--- config.mk ---
export PLATFORM = sky130hd
export DESIGN_NAME = muldiv_seq_ctrl
export DESIGN_NICKNAME = d
export VERILOG_FILES = /design/src/rtl/muldiv_seq_ctrl_pkg.sv /design/src/rtl/muldiv_seq_ctrl_sat_counter.sv /design/src/rtl/muldiv_seq_ctrl.sv
export SDC_FILE = /design/constraint.sdc
export NUM_CORES = 1
export LEC_CHECK = 0
export ABC_CLOCK_PERIOD_IN_PS = 4100
export CORE_ASPECT_RATIO = 0.8
export CORE_UTILIZATION = 56
export CTS_BUF_LIST = sky130_fd_sc_hd__clkbuf_8
export CTS_CLUSTER_DIAMETER = 30
export DETAILED_ROUTE_END_ITERATION = 8
export GPL_TIMING_DRIVEN = 1
export PLACE_DENSITY = 0.87
export RECOVER_POWER = 25
export SLEW_MARGIN = 20
export SYNTH_ARGS = -nofsm -noshare
export SYNTH_HDL_FRONTEND = slang
export SYNTH_SLANG_ARGS = --single-unit
--- constraint.sdc ---
create_clock -name clk -period 4.1 [get_ports clk]
set_clock_uncertainty 0.1 [all_clocks]
set_input_delay 0.82 -clock clk [delete_from_list [all_inputs] [get_ports clk]]
set_output_delay 0.82 -clock clk [all_outputs]
set_load 0.1 [all_outputs]
--- src/rtl/muldiv_seq_ctrl_pkg.sv ---
// Shared definitions for the mult/div sequencer: state encoding and default
// latency / counter-width constants.
package muldiv_seq_ctrl_pkg;

    typedef enum logic {
        MD_IDLE = 1'b0,
        MD_RUN  = 1'b1
    } md_state_e;

    localparam int MD_MULT_CYCLES = 4;
    localparam int MD_DIV_CYCLES  = 32;
    localparam int MD_CNT_W       = 6;

endpackage : muldiv_seq_ctrl_pkg

--- src/rtl/muldiv_seq_ctrl_sat_counter.sv ---
// Parameterised saturating up-counter with increment enable and synchronous
// clear; holds at all-ones once reached.
module sat_counter #(
    parameter int W = 16
) (
    input  logic         clk,
    input  logic         clr_i,
    input  logic         inc_i,
    output logic [W-1:0] cnt_o
);

    logic [W-1:0] cnt_q;
    logic [W-1:0] cnt_d;

    // Next count: step only while below the all-ones ceiling
    always_comb begin
        cnt_d = cnt_q;
        if (inc_i && (cnt_q != {W{1'b1}})) begin
            cnt_d = cnt_q + W'(1);
        end else begin
            cnt_d = cnt_q;
        end
    end

    // Count register with synchronous clear
    always_ff @(posedge clk) begin
        if (clr_i) begin
            cnt_q <= {W{1'b0}};
        end else begin
            cnt_q <= cnt_d;
        end
    end

    assign cnt_o = cnt_q;

endmodule : sat_counter

--- src/rtl/muldiv_seq_ctrl.sv ---
// Mult/div sequencer: starts the unit from EX, times its latency, pulses the
// HI/LO write and interlocks HI/LO consumers waiting in ISS.
module muldiv_seq_ctrl
    import muldiv_seq_ctrl_pkg::*;
#(
    parameter int MULT_CYCLES = MD_MULT_CYCLES,
    parameter int DIV_CYCLES  = MD_DIV_CYCLES,
    parameter int CNT_W       = MD_CNT_W,
    parameter int PERF_W      = 16
) (
    input  logic              clk,
    input  logic              rst,
    input  logic              md_start_ex_i,
    input  logic              md_is_div_ex_i,
    input  logic              flush_ex_i,
    input  logic              hilo_use_iss_i,
    output logic              md_go_o,
    output logic              md_is_div_o,
    output logic              md_busy_o,
    output logic              hilo_wr_o,
    output logic              stall_fetch_o,
    output logic              stall_iss_o,
    output logic              flush_ex_o,
    output logic [PERF_W-1:0] stall_cnt_o
);

    // Counter is loaded with LAT-1 so that cnt == 0 marks the write cycle.
    localparam logic [CNT_W-1:0] MULT_LOAD = CNT_W'(MULT_CYCLES - 1);
    localparam logic [CNT_W-1:0] DIV_LOAD  = CNT_W'(DIV_CYCLES - 1);

    md_state_e        state_q, state_d;
    logic [CNT_W-1:0] cnt_q, cnt_d;
    logic             is_div_q, is_div_d;
    logic             accept_s;
    logic             done_s;
    logic             stall_s;

    // Accept, completion and interlock decode
    always_comb begin
        accept_s = md_start_ex_i & ~flush_ex_i & (state_q == MD_IDLE);
        done_s   = (state_q == MD_RUN) & (cnt_q == {CNT_W{1'b0}});
        stall_s  = hilo_use_iss_i & ((state_q == MD_RUN) | accept_s);
    end

    // Next-state and latency counter sequencing
    always_comb begin
        state_d  = state_q;
        cnt_d    = cnt_q;
        is_div_d = is_div_q;
        case (state_q)
            MD_IDLE: begin
                if (accept_s) begin
                    state_d  = MD_RUN;
                    cnt_d    = md_is_div_ex_i ? DIV_LOAD : MULT_LOAD;
                    is_div_d = md_is_div_ex_i;
                end else begin
                    state_d  = MD_IDLE;
                end
            end
            MD_RUN: begin
                if (done_s) begin
                    state_d = MD_IDLE;
                end else begin
                    cnt_d   = cnt_q - CNT_W'(1);
                end
            end
            default: begin
                state_d = MD_IDLE;
                cnt_d   = {CNT_W{1'b0}};
            end
        endcase
    end

    // State, counter and op-type registers; reset abandons any operation
    always_ff @(posedge clk) begin
        if (rst) begin
            state_q  <= MD_IDLE;
            cnt_q    <= {CNT_W{1'b0}};
            is_div_q <= 1'b0;
        end else begin
            state_q  <= state_d;
            cnt_q    <= cnt_d;
            is_div_q <= is_div_d;
        end
    end

    assign md_go_o       = accept_s;
    assign md_is_div_o   = is_div_q;
    assign md_busy_o     = (state_q == MD_RUN);
    assign hilo_wr_o     = done_s;
    assign stall_fetch_o = stall_s;
    assign stall_iss_o   = stall_s;
    assign flush_ex_o    = stall_s;

    sat_counter #(
        .W (PERF_W)
    ) u_stall_cnt (
        .clk   (clk),
        .clr_i (rst),
        .inc_i (stall_s),
        .cnt_o (stall_cnt_o)
    );

endmodule : muldiv_seq_ctrl
==> results.md <==
• completed — run status
• 0.530 nW — cell leakage power
• 0 — Synthesis Warnings
• simple AND/OR/NAND/NOR gates — largest family of logic cells by synthesized area
• 187 — net count reported at finish
• 21.6% — Compound-Gate Fraction of Synth Area
• 0.00161 mm² — summed area of non-filler cells in the final layout
• 2080 ps — minimum setup slack among reg-to-reg paths
• 24 — TritonCTS sink count
• 0 — count of flip-flops with a built-in enable after synthesis
• 3 — clock buffer count from CTS
• 3170 µm — DRT Wirelength
• false — setup repair after global routing missed its margin
• 8.71 µm² — average size of a mapped cell
• 6.34 — routed vias/inst
• 0 — hold-fix buffer count after cts
• 0.00158 mm² — placed instance area
• 29 — count of pins on the block boundary
• 5040 µm — global-route wire length before repair
• 153 — Post-Syn Instances
• 990 ps — transition time at the pin with the least slew margin
• 3180 ps — data required time of the critical path
• 0 — post-cts repair resize count
• in -> out — CP Class
• 0.00220 mm² — standard cell core area
• 1 — CTS H-tree lvls
• primary output — Worst Setup End Kind
• clkbuf_8 — cell at the root of the clock tree
• 36.1% — sequential fraction of the synthesis area
• input port — kind of start point of the critical path
• 15.7 µm — WL/cell
• 2.54% — proportion of synthesized area in mux cells
• 24 — register bit total from synthesis
• 2 — Min-Delay Path Depth
• md_is_div_o$_SDFFE_PP0P_ — worst hold endpoint
• 46 — count of different cell masters after synthesis
• 30.3% — simple-gate share of the synthesized area
• 0 — Final Hold Fails
• 20.9% — area added between synthesis and finish
• 0.309 mV — worst ir drop on vdd
• 0.00258 mm² — die footprint
• 3740 ps — Period minus WS final
• 0.000522 W — power after layout
• dfxtp_1 (36%), a21oi_1 (5.6%), o31ai_1 (3.9%), or4_1 (3.9%), ha_1 (2.8%) — Area contributors post-synth
• 17 — peak fanout along the critical path
• 0 — setup violation total in the final timing report
• 0 — number of antenna violations at the first check in global routing
• 383 ps — Fin Hold WS
• 0.657% — XOR/XNOR Fraction of Synth Area
• 270 ps — Clock Latency Late Sink
• 4 — length of the first detailed-routing pass in iterations
• 0 — Max-Cap Viols
• 91.1% — final cycle utilization of the critical path
• dfxtp_1 — most frequently used flop master after synthesis
• 2 — maximum buffer depth of the clock tree
• 0 — Final ANT Viol Nets
• u_stall_cnt.cnt_o[8]$_SDFFE_PP0P_ — end of the worst register-to-register path
• 0.775 — final weighted congestion in routability-driven placement
• 5 — worst reg-to-reg path cell count
• yes — TritonCTS clock tree
• 80 ps — clock-pin slew on the worst setup and hold paths
• 2820 ps — data arrival time at the worst-slack endpoint
• reg -> reg — class of the tightest hold or removal check
• 45.6 µm — die height
• 1114 — number of global-route vias before repair
• u_stall_cnt.cnt_o[0]$_SDFFE_PP0P_ — source of the worst register-to-register timing path
• 0% — proportion of register bits with asynchronous set or reset after synthesis
• 0 — final max-slew violation count
• dfxtp_1 — cell taking the most area after synthesis
• 0.00133 mm² — netlist area before placement
• 0 — Post-CTS Setup Repair Bufs
• 324 mW/mm² — Pwr Density
• 45 — Iter 0 DRT Violations
• 27 — maximum number of pins on one net before global-route repair
• 15 — number of standard-cell rows in the floorplan
• 36.1% — fraction of synthesized cell area taken by the top area cell type
• 0.268 GHz — achievable clock frequency
• 0 — residual DRC count
• 0 — leftover overflow at the end of global routing
• 1281 — total number of vias
• 0 — antenna cells
• 33.8% — relative max-transition margin
• 2.82% — adder-cell area share of the yosys netlist
• 162 — net count of the mapped netlist
• md_is_div_o$_SDFFE_PP0P_ — hold_sp
• 25.7% — total global routing track utilization
• 2230 µm — HPWL Detailed
• 0 ps — Final TNS setup
• 28 — port buffer count
• 9.60% — fraction of final layout cells with drive strength greater than 1
• 56.5 µm — die width
• 60.7% — starting density of the core
## kinds of logic (layout without fill, tap and decap cells)
kind of cell | Yosys count | in the layout
adders and majority gates | 3 | 3
buffers and inverters | 16 | 40
xor gates and xnor gates | 1 | 1
muxes | 3 | 3
AOI/OAI and AO/OA | 43 | 43
and+or+nand+nor | 63 | 63
DFF | 24 | 24
## cell usage in the layout, fill, tap and decap left out, types with 3 or more instances in the layout
cell             synthesis  routed
o21ai_0                  7       7
clkbuf_8                 0       4
nor3_1                   6       6
a211oi_1                 3       3
nand2_1                  5       5
inv_1                    8       8
o2111ai_1                2       3
nor2b_1                  3       4
nor2_1                   9       9
a21oi_1                 15      15
dfxtp_1                 24      24
nand3b_1                 3       3
or4_1                    7       7
o31ai_1                  7       7
nand3_1                  7       7
ha_1                     3       3
clkdlybuf4s50_1          0      21
or3_1                    4       4
buf_4                    3       5
## synthesized netlist by cell type, types with 3 or more instances
library cell / n
or3_1: 4
ha_1: 3
nor2_1: 9
o31ai_1: 7
or4_1: 7
nor3_1: 6
buf_4: 3
a21oi_1: 15
dfxtp_1: 24
nand3b_1: 3
clkbuf_1: 3
o21ai_0: 7
a211oi_1: 3
nand3_1: 7
nand2_1: 5
nor2b_1: 3
inv_1: 8
## critical path: stages
cell and delay [ps]:
dlygate4sd3_1 560, nor2b_1 210, o21ai_1 750, inv_1 180
buf_4 290
## how the worst max path moves through the flow
stage | depth (start not counted) | end | slack [ps] | start
after CTS | 5 | stall_iss_o | 520 | flush_ex_i
after floorplan | 4 | stall_fetch_o | 570 | md_busy_o$_SDFF_PP0_
final | 5 | stall_iss_o | 360 | md_start_ex_i
after detailed placement | 5 | stall_fetch_o | 550 | flush_ex_i
after global placement | 5 | flush_ex_o | 650 | flush_ex_i
after global routing | 5 | flush_ex_o | 210 | md_start_ex_i
## metal layers
layer  vias up  wire (µm)  track usage [%]
met5         -          0                0
met4         0         40             8.29
met3         6        183             5.97
met2        45       1550             45.9
met1       604       1400             31.2
li1        626          -                -
## area by class of cell
type | count | area (µm²)
Multi-Input combinational cell | 113 | 747
Fill cell | 183 | 584
Sequential cell | 24 | 480
Timing Repair Buffer | 28 | 268
Clock buffer | 4 | 55.1
Tap cell | 25 | 31.3
Inverter | 8 | 30.0
## power by group
group | switching (W) | internal (W)
combinational | 0.0000776 | 0.0000312
clock | 0.0000758 | 0.0000858
sequential | 0.0000106 | 0.000241
total | 0.000164 | 0.000358
## flip-flops by register name (all words and copies together), names as in the netlist
| name | count |
|---|---|
| u_stall_cnt.cnt_o | 16 |
| md_busy_o | 1 |
| md_is_div_o | 1 |
| cnt_q | 6 |
## through the flow
| step | std cells | setup slack (ps) | util [%] |
|---|---|---|---|
| 4_1_cts | 202 | 523 | 74.5 |
| 6_report | 202 | 363 | 73.4 |
| 3_5_place_dp | 198 | 550 | 72.0 |
| 5_1_grt | 202 | 210 | 73.4 |
| 2_1_floorplan | 153 | 571 | - |
| 3_3_place_gp | 198 | 649 | 72.0 |
No activity file was read; power rests on OpenSTA's default activity.
